===== src/rtl/seg7_scan_ctrl_if.sv =====
// Bundle between the datapath and the seven-segment scan controller:
// digit data and control going in, registered pin drives coming out.
interface seg7_scan_ctrl_if #(
  parameter int NUM_DIGITS = 4
);
  logic                      enable;
  logic                      load;
  logic [4*NUM_DIGITS-1:0]   data_in;
  logic [NUM_DIGITS-1:0]     dp_in;
  logic [NUM_DIGITS-1:0]     blank_in;
  logic [7:0]                seg_n;
  logic [NUM_DIGITS-1:0]     dig_n;
  logic                      frame_start;
  logic                      pending;

  modport master (
    output enable, load, data_in, dp_in, blank_in,
    input  seg_n, dig_n, frame_start, pending
  );

  modport slave (
    input  enable, load, data_in, dp_in, blank_in,
    output seg_n, dig_n, frame_start, pending
  );
endinterface


===== src/rtl/seg7_scan_ctrl.sv =====
// Time-multiplexed scan controller for a common-anode seven-segment display.
// New digit data is double-buffered and only applied at frame boundaries.
module seg7_scan_ctrl #(
  parameter int NUM_DIGITS   = 4,
  parameter int SLOT_CYCLES  = 50000,
  parameter int BLANK_CYCLES = 500
) (
  input  logic            clk,
  input  logic            rst_n,
  seg7_scan_ctrl_if.slave bus
);

  localparam int CW = $clog2(SLOT_CYCLES);
  localparam int IW = $clog2(NUM_DIGITS);
  localparam logic [CW-1:0] SLOT_LAST  = CW'(SLOT_CYCLES - 1);
  localparam logic [CW-1:0] BLANK_LAST = CW'(BLANK_CYCLES - 1);
  localparam logic [IW-1:0] IDX_LAST   = IW'(NUM_DIGITS - 1);

  typedef enum logic [0:0] {
    S_BLANK = 1'b0,
    S_DRIVE = 1'b1
  } state_t;

  state_t                  r_state;
  logic [CW-1:0]           r_cnt;
  logic [IW-1:0]           r_idx;
  logic [7:0]              r_seg_n;
  logic [NUM_DIGITS-1:0]   r_dig_n;
  logic                    r_frame_start;

  logic                    r_pending;
  logic [4*NUM_DIGITS-1:0] r_pend_data;
  logic [NUM_DIGITS-1:0]   r_pend_dp;
  logic [NUM_DIGITS-1:0]   r_pend_blank;
  logic [4*NUM_DIGITS-1:0] r_act_data;
  logic [NUM_DIGITS-1:0]   r_act_dp;
  logic [NUM_DIGITS-1:0]   r_act_blank;

  logic                    w_slot_end;
  logic                    w_wrap;
  logic [3:0]              w_nibble;
  logic                    w_dp;
  logic                    w_blank;
  logic [NUM_DIGITS-1:0]   w_dig_sel;

  function automatic logic [6:0] hex2seg(input logic [3:0] h);
    case (h)
      4'h0: return 7'h40;
      4'h1: return 7'h79;
      4'h2: return 7'h24;
      4'h3: return 7'h30;
      4'h4: return 7'h19;
      4'h5: return 7'h12;
      4'h6: return 7'h02;
      4'h7: return 7'h78;
      4'h8: return 7'h00;
      4'h9: return 7'h10;
      4'hA: return 7'h08;
      4'hB: return 7'h03;
      4'hC: return 7'h46;
      4'hD: return 7'h21;
      4'hE: return 7'h06;
      4'hF: return 7'h0E;
    endcase
  endfunction

  assign w_slot_end = (r_state == S_DRIVE) && (r_cnt == SLOT_LAST);
  assign w_wrap     = bus.enable && w_slot_end && (r_idx == IDX_LAST);

  // Pick the current digit's nibble/flags and its active-low enable pattern.
  always_comb begin
    w_nibble  = '0;
    w_dp      = 1'b0;
    w_blank   = 1'b0;
    w_dig_sel = '1;
    for (int k = 0; k < NUM_DIGITS; k++) begin
      if (r_idx == IW'(k)) begin
        w_nibble     = r_act_data[4*k +: 4];
        w_dp         = r_act_dp[k];
        w_blank      = r_act_blank[k];
        w_dig_sel[k] = 1'b0;
      end
    end
  end

  // A load landing on the wrap edge goes to the pending buffer and keeps pending set.
  always_ff @(posedge clk or negedge rst_n) begin
    if (!rst_n) begin
      r_pending    <= 1'b0;
      r_pend_data  <= '0;
      r_pend_dp    <= '0;
      r_pend_blank <= '0;
      r_act_data   <= '0;
      r_act_dp     <= '0;
      r_act_blank  <= '0;
    end else begin
      if (w_wrap && r_pending) begin
        r_act_data  <= r_pend_data;
        r_act_dp    <= r_pend_dp;
        r_act_blank <= r_pend_blank;
      end
      if (bus.load) begin
        r_pend_data  <= bus.data_in;
        r_pend_dp    <= bus.dp_in;
        r_pend_blank <= bus.blank_in;
        r_pending    <= 1'b1;
      end else if (w_wrap) begin
        r_pending    <= 1'b0;
      end
    end
  end

  always_ff @(posedge clk or negedge rst_n) begin
    if (!rst_n) begin
      r_state       <= S_BLANK;
      r_cnt         <= '0;
      r_idx         <= '0;
      r_seg_n       <= 8'hFF;
      r_dig_n       <= '1;
      r_frame_start <= 1'b0;
    end else if (!bus.enable) begin
      r_seg_n       <= 8'hFF;
      r_dig_n       <= '1;
      r_frame_start <= 1'b0;
    end else begin
      r_frame_start <= (r_state == S_BLANK) && (r_idx == '0) && (r_cnt == '0);
      case (r_state)
        S_BLANK: begin
          r_seg_n <= 8'hFF;
          r_dig_n <= '1;
          r_cnt   <= r_cnt + CW'(1);
          if (r_cnt == BLANK_LAST) begin
            r_state <= S_DRIVE;
          end
        end
        S_DRIVE: begin
          if (w_blank) begin
            r_seg_n <= 8'hFF;
            r_dig_n <= '1;
          end else begin
            r_seg_n <= {~w_dp, hex2seg(w_nibble)};
            r_dig_n <= w_dig_sel;
          end
          if (w_slot_end) begin
            r_cnt   <= '0;
            r_state <= S_BLANK;
            r_idx   <= (r_idx == IDX_LAST) ? '0 : r_idx + IW'(1);
          end else begin
            r_cnt   <= r_cnt + CW'(1);
          end
        end
        default: begin
          r_state <= S_BLANK;
        end
      endcase
    end
  end

  assign bus.seg_n       = r_seg_n;
  assign bus.dig_n       = r_dig_n;
  assign bus.frame_start = r_frame_start;
  assign bus.pending     = r_pending;

endmodule


===== src/flat_wrapper.sv =====
// flat-port wrapper written by rule: the top's interface ports become plain ports
module seg7_scan_ctrl_flat 
#(
  parameter int NUM_DIGITS   = 4,
  parameter int SLOT_CYCLES  = 50000,
  parameter int BLANK_CYCLES = 500
)
  (clk, rst_n, bus_enable, bus_load, bus_data_in, bus_dp_in, bus_blank_in, bus_seg_n, bus_dig_n, bus_frame_start, bus_pending);
  seg7_scan_ctrl_if #(.NUM_DIGITS(NUM_DIGITS)) bus_i ();
  input  logic clk;
  input  logic rst_n;
  input wire logic [$bits(bus_i.enable)-1:0] bus_enable;
  input wire logic [$bits(bus_i.load)-1:0] bus_load;
  input wire logic [$bits(bus_i.data_in)-1:0] bus_data_in;
  input wire logic [$bits(bus_i.dp_in)-1:0] bus_dp_in;
  input wire logic [$bits(bus_i.blank_in)-1:0] bus_blank_in;
  output wire logic [$bits(bus_i.seg_n)-1:0] bus_seg_n;
  output wire logic [$bits(bus_i.dig_n)-1:0] bus_dig_n;
  output wire logic [$bits(bus_i.frame_start)-1:0] bus_frame_start;
  output wire logic [$bits(bus_i.pending)-1:0] bus_pending;
  assign bus_i.enable = bus_enable;
  assign bus_i.load = bus_load;
  assign bus_i.data_in = bus_data_in;
  assign bus_i.dp_in = bus_dp_in;
  assign bus_i.blank_in = bus_blank_in;
  assign bus_seg_n = bus_i.seg_n;
  assign bus_dig_n = bus_i.dig_n;
  assign bus_frame_start = bus_i.frame_start;
  assign bus_pending = bus_i.pending;
  seg7_scan_ctrl #(.NUM_DIGITS(NUM_DIGITS), .SLOT_CYCLES(SLOT_CYCLES), .BLANK_CYCLES(BLANK_CYCLES)) u_core (.clk(clk), .rst_n(rst_n), .bus(bus_i));
endmodule

===== config.mk =====
export PLATFORM = sky130hd
export DESIGN_NAME = seg7_scan_ctrl_flat
export DESIGN_NICKNAME = d
export VERILOG_FILES = /design/src/rtl/seg7_scan_ctrl_if.sv /design/src/rtl/seg7_scan_ctrl.sv /design/src/flat_wrapper.sv
export SDC_FILE = /design/constraint.sdc
export NUM_CORES = 1
export LEC_CHECK = 0
export BUFFER_PORTS_ARGS = -buffer_cell sky130_fd_sc_hd__clkbuf_2
export CAP_MARGIN = 20
export CORE_MARGIN = 2
export CORE_UTILIZATION = 52
export CTS_CLUSTER_SIZE = 24
export DETAILED_ROUTE_END_ITERATION = 8
export PLACE_DENSITY = 0.76
export SLEW_MARGIN = 20
export SYNTH_ARGS = -nofsm -noshare
export SYNTH_HDL_FRONTEND = slang
export SYNTH_SLANG_ARGS = --single-unit

===== constraint.sdc =====
create_clock -name clk -period 2.4 [get_ports clk]
set_clock_uncertainty 0.15 [all_clocks]
set_input_delay 0.24 -clock clk [delete_from_list [all_inputs] [get_ports clk]]
set_output_delay 0.24 -clock clk [all_outputs]
set_load 0.01 [all_outputs]

## Word level (Yosys, flattened, before mapping)

Memories as Yosys holds them, arrays and structs flattened.
Cells that the tools add are included.

| word-level totals | value |
|---|---|
| flip-flop bits (word level) | 81 |
| memories kept | 1 |
| word-level logic and storage cells | 64 |
| bits of input ports | 28 |
| bits in read-only memories | 112 |
| output and inout port bits | 14 |

| cells by class | value |
|---|---|
| eq/ne operators | 5 |
| add/subtract/negate cells | 2 |
| bitwise logic cells | 2 |
| reduce and logical (&&, ||, !) cells | 10 |
| multiplexer cells | 31 |

Memories:

| memory | depth | bits a word | rd ports | clocked after Yosys merged registers in | write ports | RTL line | RTL |
|---|---|---|---|---|---|---|---|
| (no name shown) | 16 | 7 | 1 | 0 | 0 | seg7_scan_ctrl.sv:47 | `case (h)` |

Operators by type and width:

| cell | number |
|---|---|
| one-hot mux 16 bit (2 select lines) | 1 |
| two-way mux 4 bit | 6 |
| two-way mux 1 bit | 17 |
| adder 16 x 1 -> 16 bit (second input constant) | 1 |
| equality test 16 bit (second input constant) | 1 |
| equality test 16 x 9 -> 1 bit (second input constant) | 1 |
| logical NOT 16 bit | 1 |
| two-way mux 16 bit | 1 |
| two-way mux 8 bit | 2 |
| one-hot mux 8 bit (2 select lines) | 1 |
| one-hot mux 4 bit (2 select lines) | 1 |
| logical AND 1 bit | 6 |
| equality test 2 bit (second input constant) | 2 |
| AND reduction 3 bit | 1 |
| adder 2 x 1 -> 2 bit (second input constant) | 1 |
| equality test 2 x 1 -> 1 bit (second input constant) | 1 |
| logical NOT 2 bit | 1 |
| two-way mux 2 bit | 1 |
| inverter 1 bit | 2 |
| one-hot mux 1 bit (2 select lines) | 1 |
| nonzero test 2 bit | 1 |

## Longest topological paths before layout

Gate-level depths: netlist (run 1).

| depth | value |
|---|---|
| depth after elaboration | 9 |
| gate-level depth with buffers | 11 |
| mapped depth without buffers | 10 |

## Least setup slack after synthesis (run 1)

Ideal clock, no wire load.

| path | value |
|---|---|
| path type | register to register |
| start | register u_core.r_idx[0] |
| end | register u_core.r_seg_n[0] (netlist: u_core.bus.seg_n[0]) |
| required time | 2160 ps |
| cell stages (with the launch flop) | 10 |
| clock period less this slack | 2436 ps |
| path buffers | 1 |
| arrival time | 2196 ps |
| library setup time | 90 ps |
| setup slack | -36 ps |
| cells stage by stage | dfrtp_1 -> ha_1 -> buf_2 -> nand2b_1 -> o211ai_1 -> inv_1 -> ha_1 -> or3_1 -> o221ai_1 -> nand2_1 |

| between the ends | value |
|---|---|
| longest elaborated chain between the ends | 9 |
| elaborated cells between the ends (all ways) | 16 |
| classes of those cells | eq/ne (3); mux (11); reduce/logical (1); memory (1) |

RTL lines:

| what | RTL line | RTL |
|---|---|---|
| from (decl) | seg7_scan_ctrl.sv:26 | `logic [IW-1:0] r_idx;` |
| from (signal assigned) | seg7_scan_ctrl.sv:147 | `r_idx <= (r_idx == IDX_LAST) ? '0 : r_idx + IW'(1);` |
| logical NOT 2 bit | seg7_scan_ctrl.sv:77 | `if (r_idx == IW'(k)) begin` |
| two-way mux 4 bit (4 in series) | seg7_scan_ctrl.sv:77 |  |
| memory (16 x 7 bit) | - |  |
| two-way mux 8 bit * | seg7_scan_ctrl.sv:137 | `if (w_blank) begin` |
| one-hot mux 8 bit (2 select lines) * | seg7_scan_ctrl.sv:127 | `case (r_state)` |
| two-way mux 8 bit * | seg7_scan_ctrl.sv:121 | `end else if (!bus.enable) begin` |
| to (signal assigned) | seg7_scan_ctrl.sv:141 | `r_seg_n <= {~w_dp, hex2seg(w_nibble)};` |
| to (decl) | seg7_scan_ctrl.sv:27 | `logic [7:0] r_seg_n;` |

Every way passes the cells marked *; elsewhere a longest branch is shown, timed or not.
A chain may end at the register's enable or synchronous reset.

## Worst setup path in the final report (run 1)

Same ends and word-level chain as after synthesis.

==> impl_metrics.json, run 1 <==
{
  "grt_pass1_vias": 2539,
  "pre_cts_slack_ns": 0.150,
  "cts_made_buffers": 9,
  "yosysSeqAreaShare": 0.538,
  "dieArea_sq_um": 7990,
  "arrival_ns": 2.37,
  "synth_commonest_cells": "dfrtp_1 (69), mux2_2 (28), nand2_1 (26), mux2_4 (20), ha_1 (13)",
  "gp_congestion": 0.816,
  "yosysTopAreaCell": "dfrtp_1",
  "place_hpwl_mm": 4.83,
  "hold_start": "bus_enable",
  "drv_cap": 0,
  "grtUsageTotal": 0.202,
  "synth_enable_flop_cells": 0,
  "reg2reg_to": "u_core.bus.seg_n[0]$_DFF_PN1_",
  "syn_inst": 303,
  "clk_pin_slew_ns": 0.08,
  "p_leak_nw": 2.10,
  "syn_to_final_growth_pct": 21.6,
  "start_kind": "flop",
  "finalNonFillerCells": 481,
  "async_reset_ff_frac": 1.00,
  "cts_max_level": 3,
  "vdd_drop_max_v": 0.000295,
  "final_nets": 418,
  "fmax_mhz": 448,
  "clkLatencyLatePin_ns": 0.35,
  "syn_area_per_cell_sq_um": 12.5,
  "worstSetupStartpoint": "u_core.r_idx[0]$_DFFE_PN0P_",
  "grt_max_degree": 45,
  "synth.area.top_cells": "dfrtp_1 (46%), dfstp_2 (8.3%), mux2_2 (8.3%)",
  "drive_gt1_frac": 0.356,
  "crit_fanout": 7,
  "vias": 2534,
  "cts.sinks": 81,
  "timing.setup.tns_ns": 0,
  "grt_pass1_wl_mm": 12.1,
  "synth_nets": 344,
  "antenna_found_initial": 0,
  "ys_types": 44,
  "drt_wl_total_mm": 7.22,
  "coreArea_sq_um": 7180,
  "synth_top_area_share": 0.455,
  "vias_per_cell": 5.27,
  "reg2reg_depth": 9,
  "setup_slack_ns": 0.165,
  "fin_crit_sh": 0.931,
  "io_pins": 42,
  "drtPass1Iterations": 4,
  "timing_hold_violations_final": 0,
  "crit_required_ns": 2.53,
  "root_buffer": "clkbuf_8",
  "ant_nets": 0,
  "wl_per_cell_um": 15.0,
  "syn-cell-area_sq_um": 3790,
  "drv_slew": 0,
  "die_x_um": 89.4,
  "dieHeight_um": 89.4,
  "numPortBuffers": 41,
  "r2r_setup_slack_ns": 0.17,
  "crit_type": "reg -> reg",
  "overflow": 0,
  "ys_ff_latch": 81,
  "min_period_ns": 2.23,
  "finalPower_w": 0.00283,
  "run_status": "finished, final reports clean",
  "first_iter_violations": 122,
  "diodes": 0,
  "dp.cells": 440,
  "worst_pin_slew_ns": 0.702,
  "synth.most_common_cell": "dfrtp_1",
  "cts_tree": "built",
  "endpoint_kind": "flop",
  "initial_core_util": 0.529,
  "setup-violations-final": 0,
  "route.detailed.drc": 0,
  "endpoint": "u_core.bus.seg_n[0]$_DFF_PN1_",
  "ys_warn_count": 0,
  "powerDensity_nw_per_um2": 614,
  "maxSlewHeadroom": 0.532,
  "clockBufferDepth": 2,
  "r2r_start": "u_core.r_idx[0]$_DFFE_PN0P_",
  "synthFlopType": "dfrtp_1",
  "rows": 31,
  "rsz0062_at_grt": "false",
  "hold_class": "in -> reg"
}
[layer usage]
| metal | share of wire | up-vias | wire length, um | GRT usage |
|---|---|---|---|---|
| li1 | - | 1203 | - | - |
| met3 | 0.042 | 9 | 303 | 0.0600 |
| met4 | 0.014 | 0 | 102 | 0.0665 |
| met1 | 0.46 | 1262 | 3340 | 0.264 |
| met2 | 0.48 | 60 | 3480 | 0.325 |
| met5 | 0 | - | 0 | 0 |
[how the worst min path moves through the flow]
stage                                         end  slack, ns  cells past startpoint
2_1_floorplan    u_core.bus.frame_start$_DFF_PN0_      -0.21                      0
3_3_place_gp      u_core.r_pend_dp[2]$_DFFE_PN0P_       0.12                      1
3_5_place_dp   u_core.r_pend_blank[1]$_DFFE_PN0P_       0.13                      1
4_1_cts               u_core.r_cnt[1]$_DFFE_PN0P_       0.06                      2
5_1_grt               u_core.r_cnt[1]$_DFFE_PN0P_       0.08                      2
6_report              u_core.r_cnt[1]$_DFFE_PN0P_       0.07                      2
[stage by stage]
stage / instance area, sq um / hold slack (ns) / util
6_report: 4610 / 0.0680 / 0.643
5_1_grt: 4610 / 0.0793 / 0.643
4_1_cts: 4600 / 0.0561 / 0.641
3_5_place_dp: 4140 / 0.127 / 0.578
3_3_place_gp: 4140 / 0.119 / 0.578
2_1_floorplan: 3800 / -0.206 / -
[worst max-delay path: stages (launching register included)]
cell	delay [ns]
dfrtp_1	0.41
inv_1	0.13
ha_2	0.26
nand2b_1	0.10
o211ai_1	0.24
inv_1	0.13
ha_2	0.22
or3_1	0.36
o221ai_1	0.07
nand2_1	0.07
[area by class of cell]
| type | instances | area, sq um |
|---|---|---|
| Fill cell | 536 | 2560 |
| Sequential cell | 81 | 2040 |
| Multi-Input combinational cell | 196 | 1630 |
| Timing Repair Buffer | 78 | 573 |
| Clock buffer | 11 | 151 |
| Tap cell | 99 | 124 |
| Clock inverter | 5 | 53.8 |
| Inverter | 11 | 41.3 |
[layout by cell type, fill, tap and decap left out, types with 3 or more instances in the layout]
master and n:
inv_1 11, nand4_1 4, xor2_1 4, ha_2 3
mux2_4 20, buf_4 11, and4_1 3, nand3_1 11
a21oi_1 6, o211ai_1 5, dlygate4sd3_1 25, o21ai_0 6
dfrtp_1 69, nor2b_1 3, nand2b_1 3, o22ai_1 3
ha_1 10, a211oi_1 3, clkbuf_8 11, and2_1 3
clkbuf_2 40, nor3_1 3, nand3b_1 4, clkinv_2 3
mux2i_1 6, and3_1 4, mux2_2 28, nand2_1 26
dfstp_2 12, nor2_1 10, xnor2_1 9
[state kept, by name, indices dropped and copies added (netlist names)]
name,count
u_core.r_act_data,16
u_core.r_act_blank,4
u_core.r_idx,2
u_core.r_cnt,16
u_core.r_pend_data,16
u_core.bus.pending,1
u_core.bus.dig_n,4
u_core.r_pend_dp,4
u_core.bus.frame_start,1
u_core.bus.seg_n,8
u_core.r_act_dp,4
u_core.r_state,1
u_core.r_pend_blank,4
[power breakdown]
group / switching, W / leakage [nW] / internal, W
registers: 0.0000906 / 1.00 / 0.00146
clock network: 0.000490 / 0.109 / 0.000534
logic: 0.000119 / 0.994 / 0.000141
total: 0.000700 / 2.10 / 0.00213
[cells by family after synthesis]
kind of cell / synth area share
xor gates and xnor gates: 0.0300
adders and majority gates: 0.0429
AOI/OAI and AO/OA: 0.0568
DFF: 0.538
buffers and inverters: 0.0373
and+or+nand+nor: 0.116
muxes: 0.178
[what timing repair did]
item | CTS | global route
setup buffers | 0 | 0
setup endpoints to repair | 0 | 2
hold buffers | 25 | 0
resized for setup | 0 | 3
hold endpoints to repair | 55 | 0
(Power assumes the default switching activity.)
==> inputs of run 2 (changes only) <==
--- a/config.mk
+++ b/config.mk
@@ -8,10 +8,11 @@
 export BUFFER_PORTS_ARGS = -buffer_cell sky130_fd_sc_hd__clkbuf_2
 export CAP_MARGIN = 20
 export CORE_MARGIN = 2
-export CORE_UTILIZATION = 52
+export CORE_UTILIZATION = 55
+export CTS_BUF_LIST = sky130_fd_sc_hd__clkbuf_4 sky130_fd_sc_hd__clkbuf_8
 export CTS_CLUSTER_SIZE = 24
 export DETAILED_ROUTE_END_ITERATION = 8
-export PLACE_DENSITY = 0.76
+export PLACE_DENSITY = 0.8
 export SLEW_MARGIN = 20
 export SYNTH_ARGS = -nofsm -noshare
 export SYNTH_HDL_FRONTEND = slang
==> constraint.sdc (replaced) <==
create_clock -name clk -period 2.4 [get_ports clk]
set_clock_uncertainty 0.15 [all_clocks]
set_input_delay 0.24 -clock clk [delete_from_list [all_inputs] [get_ports clk]]
set_output_delay 0.24 -clock clk [all_outputs]
set_load 0.1 [all_outputs]
==> run 2 against run 1 <==
Effect of this change:
- wire length grew 0.18%
- largest cell class unchanged
- final cell count shrank 4.0%
- largest power group unchanged
- hold slack gained 0.0026 ns
- fmax shrank 1.9%
- sequential cell count is the same
==> impl_metrics.json, run 2 (synthesis results as in run 1) <==
{
  "run_status": "finished, final reports clean",
  "cts_made_buffers": 9,
  "clk_pin_slew_ns": 0.08,
  "drv_cap": 0,
  "cts_tree": "built",
  "final_nets": 418,
  "final_cell_mix": "dfrtp_1 (69), clkbuf_2 (40), mux2_2 (28)",
  "coreArea_sq_um": 6720,
  "start_kind": "flop",
  "io_pins": 42,
  "syn_to_final_growth_pct": 22.7,
  "max_stage_delay_ns": 0.38,
  "p_leak_nw": 2.13,
  "powerDensity_nw_per_um2": 677,
  "grtUsageTotal": 0.212,
  "cp_cell_sequence": "inv_1, ha_1, nor2_1, o211ai_1, o211ai_1, inv_1, ha_2, or3_1, o221ai_1, nand2_1",
  "fmax_mhz": 439,
  "drive_gt1_frac": 0.351,
  "initial_core_util": 0.564,
  "first_iter_violations": 100,
  "final_common_cell": "dfrtp_1",
  "drv_slew": 0,
  "clockBufferDepth": 2,
  "dieHeight_um": 87.0,
  "diodes": 0,
  "route.detailed.drc": 0,
  "overflow": 0,
  "antenna_found_initial": 0,
  "crit_fanout": 6,
  "timing.setup.tns_ns": 0,
  "crit_type": "reg -> reg",
  "cp.depth": 10,
  "drt_wl_total_mm": 7.23,
  "fin_crit_sh": 0.950,
  "min_delay_path_depth": 2,
  "vias": 2526,
  "cp_top_family": "simple AND/OR/NAND/NOR gates",
  "grt_pass1_wl_mm": 12.2,
  "numPortBuffers": 41,
  "cts_max_level": 3,
  "min_period_ns": 2.28,
  "maxSlewHeadroom": 0.545,
  "place_hpwl_mm": 4.88,
  "reg2reg_depth": 10,
  "ant_nets": 0,
  "finalPower_w": 0.00315,
  "grt_max_degree": 50,
  "arrival_ns": 2.41,
  "crit_slowest_cell": "dfrtp_1",
  "fin_util": 0.692,
  "vdd_drop_max_v": 0.000353,
  "dieArea_sq_um": 7580,
  "rsz0062_at_grt": "true",
  "grt_pass1_vias": 2567,
  "wl_per_cell_um": 15.7,
  "vias_per_cell": 5.47,
  "crit_required_ns": 2.53,
  "rows": 30,
  "timing_hold_violations_final": 0,
  "reg_top3": "u_core.r_act_data (16), u_core.r_cnt (16), u_core.r_pend_data (16)",
  "clkLatencyLatePin_ns": 0.36,
  "cts.sinks": 81,
  "hold_class": "in -> reg",
  "cp.buffers_inverters": 2,
  "setup-violations-final": 0,
  "drtPass1Iterations": 4,
  "root_buffer": "clkbuf_8",
  "gp_congestion": 0.850,
  "endpoint_kind": "flop",
  "worst_pin_slew_ns": 0.683,
  "die_x_um": 87.0
}
-- run 2: where the power goes --
part	internal (W)	switching [W]	leakage, nW	total (W)
sequential	0.00146	0.0000895	1.00	0.00155
combinational	0.000141	0.000164	0.997	0.000304
clock	0.000798	0.000503	0.133	0.00130
total	0.00240	0.000756	2.13	0.00315
-- run 2: area by class of cell --
class / instances / area, sq um
fillers: 477 / 2070
clock inverters: 7 / 143
inverters: 11 / 41.3
well taps: 80 / 100
flip-flops and latches: 81 / 2040
repair buffers: 78 / 586
clock buffers: 9 / 124
multi-input cells: 196 / 1620
-- run 2: repair_timing --
action	CTS	global route
setup endpoints to repair	0	2
hold buffers	25	0
resized for setup	0	1
setup buffers	0	0
endpoints found under the hold margin	63	0
-- run 2: per-layer routing --
layer / track usage / wire, um
met1: 0.276 / 3330
met2: 0.337 / 3470
met3: 0.0597 / 309
met4: 0.0810 / 129
met5: 0 / 0
-- run 2: final timing paths --
path / start / endpoint / slack (ns)
max in group asynchronous: rst_n / u_core.bus.seg_n[3]$_DFF_PN1_ / 1.15
setup reg to reg: u_core.r_idx[0]$_DFFE_PN0P_ / u_core.bus.seg_n[0]$_DFF_PN1_ / 0.12
min in group asynchronous: rst_n / u_core.r_cnt[10]$_DFFE_PN0P_ / 0.29
setup / recovery: u_core.r_idx[0]$_DFFE_PN0P_ / u_core.bus.seg_n[0]$_DFF_PN1_ / 0.12
hold reg to reg: u_core.r_pend_blank[3]$_DFFE_PN0P_ / u_core.r_act_blank[3]$_DFFE_PN0P_ / 0.35
hold / removal: bus_enable / u_core.r_cnt[3]$_DFFE_PN0P_ / 0.07
-- run 2: through the flow --
stage | setup WS, ns | area, sq um | hold slack (ns) | std cells
6_report | 0.121 | 4650 | 0.0706 | 462
5_1_grt | -0.0445 | 4650 | 0.0600 | 462
4_1_cts | 0.136 | 4650 | 0.0504 | 462
3_5_place_dp | 0.150 | 4130 | 0.145 | 421
3_3_place_gp | 0.252 | 4130 | 0.141 | 421
2_1_floorplan | 0.0255 | 3800 | -0.206 | 303
==> inputs of run 3 (changes only) <==
--- a/config.mk
+++ b/config.mk
@@ -7,12 +7,13 @@
 export LEC_CHECK = 0
 export BUFFER_PORTS_ARGS = -buffer_cell sky130_fd_sc_hd__clkbuf_2
 export CAP_MARGIN = 20
+export CORE_ASPECT_RATIO = 1.5
 export CORE_MARGIN = 2
-export CORE_UTILIZATION = 55
+export CORE_UTILIZATION = 50
 export CTS_BUF_LIST = sky130_fd_sc_hd__clkbuf_4 sky130_fd_sc_hd__clkbuf_8
 export CTS_CLUSTER_SIZE = 24
 export DETAILED_ROUTE_END_ITERATION = 8
-export PLACE_DENSITY = 0.8
+export PLACE_DENSITY = 0.73
 export SLEW_MARGIN = 20
 export SYNTH_ARGS = -nofsm -noshare
 export SYNTH_HDL_FRONTEND = slang
==> constraint.sdc (replaced) <==
create_clock -name clk -period 1.85 [get_ports clk]
set_clock_uncertainty 0.15 [all_clocks]
set_input_delay 0.185 -clock clk [delete_from_list [all_inputs] [get_ports clk]]
set_output_delay 0.185 -clock clk [all_outputs]
set_load 0.1 [all_outputs]
==> run 3 against run 2 <==
Effect of this change:
- the run now ends with negative setup slack left
- utilization increased by 3.8 points
- power increased by 25%
- final cell count increased by 15%
- sequential share of layout area decreased by 5.4 points
- die area increased by 9.7%
- sequential cell count unchanged
- register-to-register slack got worse by 0.45 ns
- global-route usage increased by 1.5 points
- non-clock buffer count increased by 50
- clock power increased by 8%
- hold slack got worse by 0.038 ns
- critical path depth decreased by 1
- critical path type unchanged
- largest cell class unchanged
==> impl_metrics.json, run 3 (synthesis results as in run 1) <==
{
  "clkLatencyLatePin_ns": 0.37,
  "dieArea_sq_um": 8310,
  "grt_max_degree": 36,
  "root_buffer": "clkbuf_8",
  "crit_fanout": 4,
  "powerDensity_nw_per_um2": 739,
  "wl_per_cell_um": 16.9,
  "reg2reg_depth": 9,
  "swShare": 0.247,
  "hold_class": "in -> reg",
  "fmax_mhz": 458,
  "final.fill_count": 452,
  "setup_slack_ns": -0.332,
  "cts_max_level": 3,
  "finalNonFillerCells": 532,
  "initial_core_util": 0.521,
  "coreArea_sq_um": 7270,
  "crit_type": "reg -> reg",
  "clockBufferDepth": 2,
  "internal_power_w": 0.00296,
  "drv_cap": 0,
  "vias": 2791,
  "crit_required_ns": 2.01,
  "rows": 38,
  "dp.cells": 476,
  "grt_pass1_vias": 3000,
  "gp_congestion": 0.872,
  "timing_hold_violations_final": 0,
  "reg_top3": "u_core.r_act_data (16), u_core.r_cnt (16), u_core.r_pend_data (16)",
  "r2r_start": "u_core.r_idx[0]$_DFFE_PN0P_",
  "min_delay_path_depth": 3,
  "die_x_um": 75.1,
  "p_leak_nw": 2.42,
  "maxSlewHeadroom": 0.541,
  "min_period_ns": 2.18,
  "seq_power_share": 0.498,
  "vias_per_cell": 5.25,
  "rsz0062_at_grt": "true",
  "run_status": "complete, but fails checks",
  "multiInputGateArea_sq_um": 1840,
  "final_cell_mix": "dfrtp_1 (68), buf_4 (49), clkbuf_2 (40)",
  "syn_to_final_growth_pct": 40.1,
  "cts_made_buffers": 9,
  "drt_wl_total_mm": 8.97,
  "endpoint_kind": "flop",
  "start_kind": "flop",
  "place_hpwl_mm": 5.54,
  "worst_pin_slew_ns": 0.688,
  "pre_cts_slack_ns": -0.355,
  "diodes": 0,
  "ant_nets": 0,
  "fin_util": 0.730,
  "r2r_setup_slack_ns": -0.33,
  "overflow": 0,
  "route.detailed.drc": 0,
  "p_clk_frac": 0.355,
  "hold_start": "bus_enable",
  "drv_slew": 0,
  "min_to": "u_core.r_cnt[3]$_DFFE_PN0P_",
  "vdd_drop_max_v": 0.000672,
  "ff_latch_area_sq_um": 2040,
  "reg2reg_to": "u_core.bus.seg_n[0]$_DFF_PN1_",
  "violations": "negative setup slack",
  "final_nets": 468,
  "fin_crit_sh": 1.18,
  "clk_pin_slew_ns": 0.08,
  "arrival_ns": 2.34,
  "setup-violations-final": 35,
  "dieHeight_um": 111,
  "timing.setup.tns_ns": -7.22,
  "drtPass1Iterations": 4,
  "numPortBuffers": 41,
  "power_frac_comb": 0.146,
  "grt_pass1_wl_mm": 14.1,
  "cts.sinks": 81,
  "final_common_cell": "dfrtp_1",
  "drive_gt1_frac": 0.498,
  "io_pins": 42,
  "p_switching_w": 0.000970,
  "cts_tree": "built",
  "grtUsageTotal": 0.227,
  "first_iter_violations": 88,
  "antenna_found_initial": 0
}
==> run 3: cell type report <==
class                   count  share of cell area
clock inverters             2             0.00659
inverters                  11             0.00824
well taps                 100              0.0236
repair buffers            128               0.196
multi-input cells         196               0.346
flip-flops and latches     81               0.385
clock buffers              14              0.0351
==> run 3: per-layer routing <==
layer / vias to the layer above / GRT usage / part of all wire
met2: 63 / 0.386 / 0.55
met4: 0 / 0.129 / 0.037
met3: 28 / 0.0364 / 0.024
met5: - / 0 / 0
met1: 1385 / 0.259 / 0.38
li1: 1315 / - / -
==> run 3: worst max-delay path: stages (launching register included) <==
cell	delay, ns
dfrtp_2	0.47
inv_4	0.12
ha_4	0.18
buf_4	0.12
nand3b_1	0.14
a211o_1	0.35
buf_4	0.17
xnor2_1	0.20
o221ai_2	0.14
nand2_1	0.08
==> run 3: what timing repair did <==
item,in CTS,in global routing
setup endpoints to repair,35,37
resized for setup,42,9
pin swaps,14,5
gates cloned,2,2
hold buffers,25,0
hold endpoints to repair,86,0
setup buffers,8,4
==> run 3: power groups by stage <==
stage                     registers [W]  clock network [W]  logic [W]
after floorplan                 0.00207                  0   0.000187
after global placement          0.00198                  0   0.000510
final                           0.00196            0.00140   0.000575
after global routing            0.00197            0.00148   0.000629
after CTS                       0.00195            0.00142   0.000573
after detailed placement        0.00198                  0   0.000526
==> run 3: worst max path at each step <==
stage	start	endpoint	cells after the start
2_1_floorplan	u_core.r_idx[0]$_DFFE_PN0P_	u_core.bus.seg_n[0]$_DFF_PN1_	9
3_3_place_gp	u_core.r_idx[0]$_DFFE_PN0P_	u_core.bus.seg_n[3]$_DFF_PN1_	10
3_5_place_dp	u_core.r_idx[0]$_DFFE_PN0P_	u_core.bus.seg_n[3]$_DFF_PN1_	10
4_1_cts	u_core.r_idx[1]$_DFFE_PN0P_	u_core.bus.seg_n[0]$_DFF_PN1_	9
5_1_grt	u_core.r_idx[0]$_DFFE_PN0P_	u_core.bus.seg_n[0]$_DFF_PN1_	9
6_report	u_core.r_idx[0]$_DFFE_PN0P_	u_core.bus.seg_n[0]$_DFF_PN1_	9
==> run 3: per-stage QoR <==
step	total power, W	hold slack [ns]	cell area, sq um
final	0.00393	0.0329	5310
after global routing	0.00408	0.0442	5310
after CTS	0.00394	0.0228	5200
after detailed placement	0.00251	-0.0131	4470
after global placement	0.00249	-0.0191	4470
after floorplan	0.00225	-0.261	3860
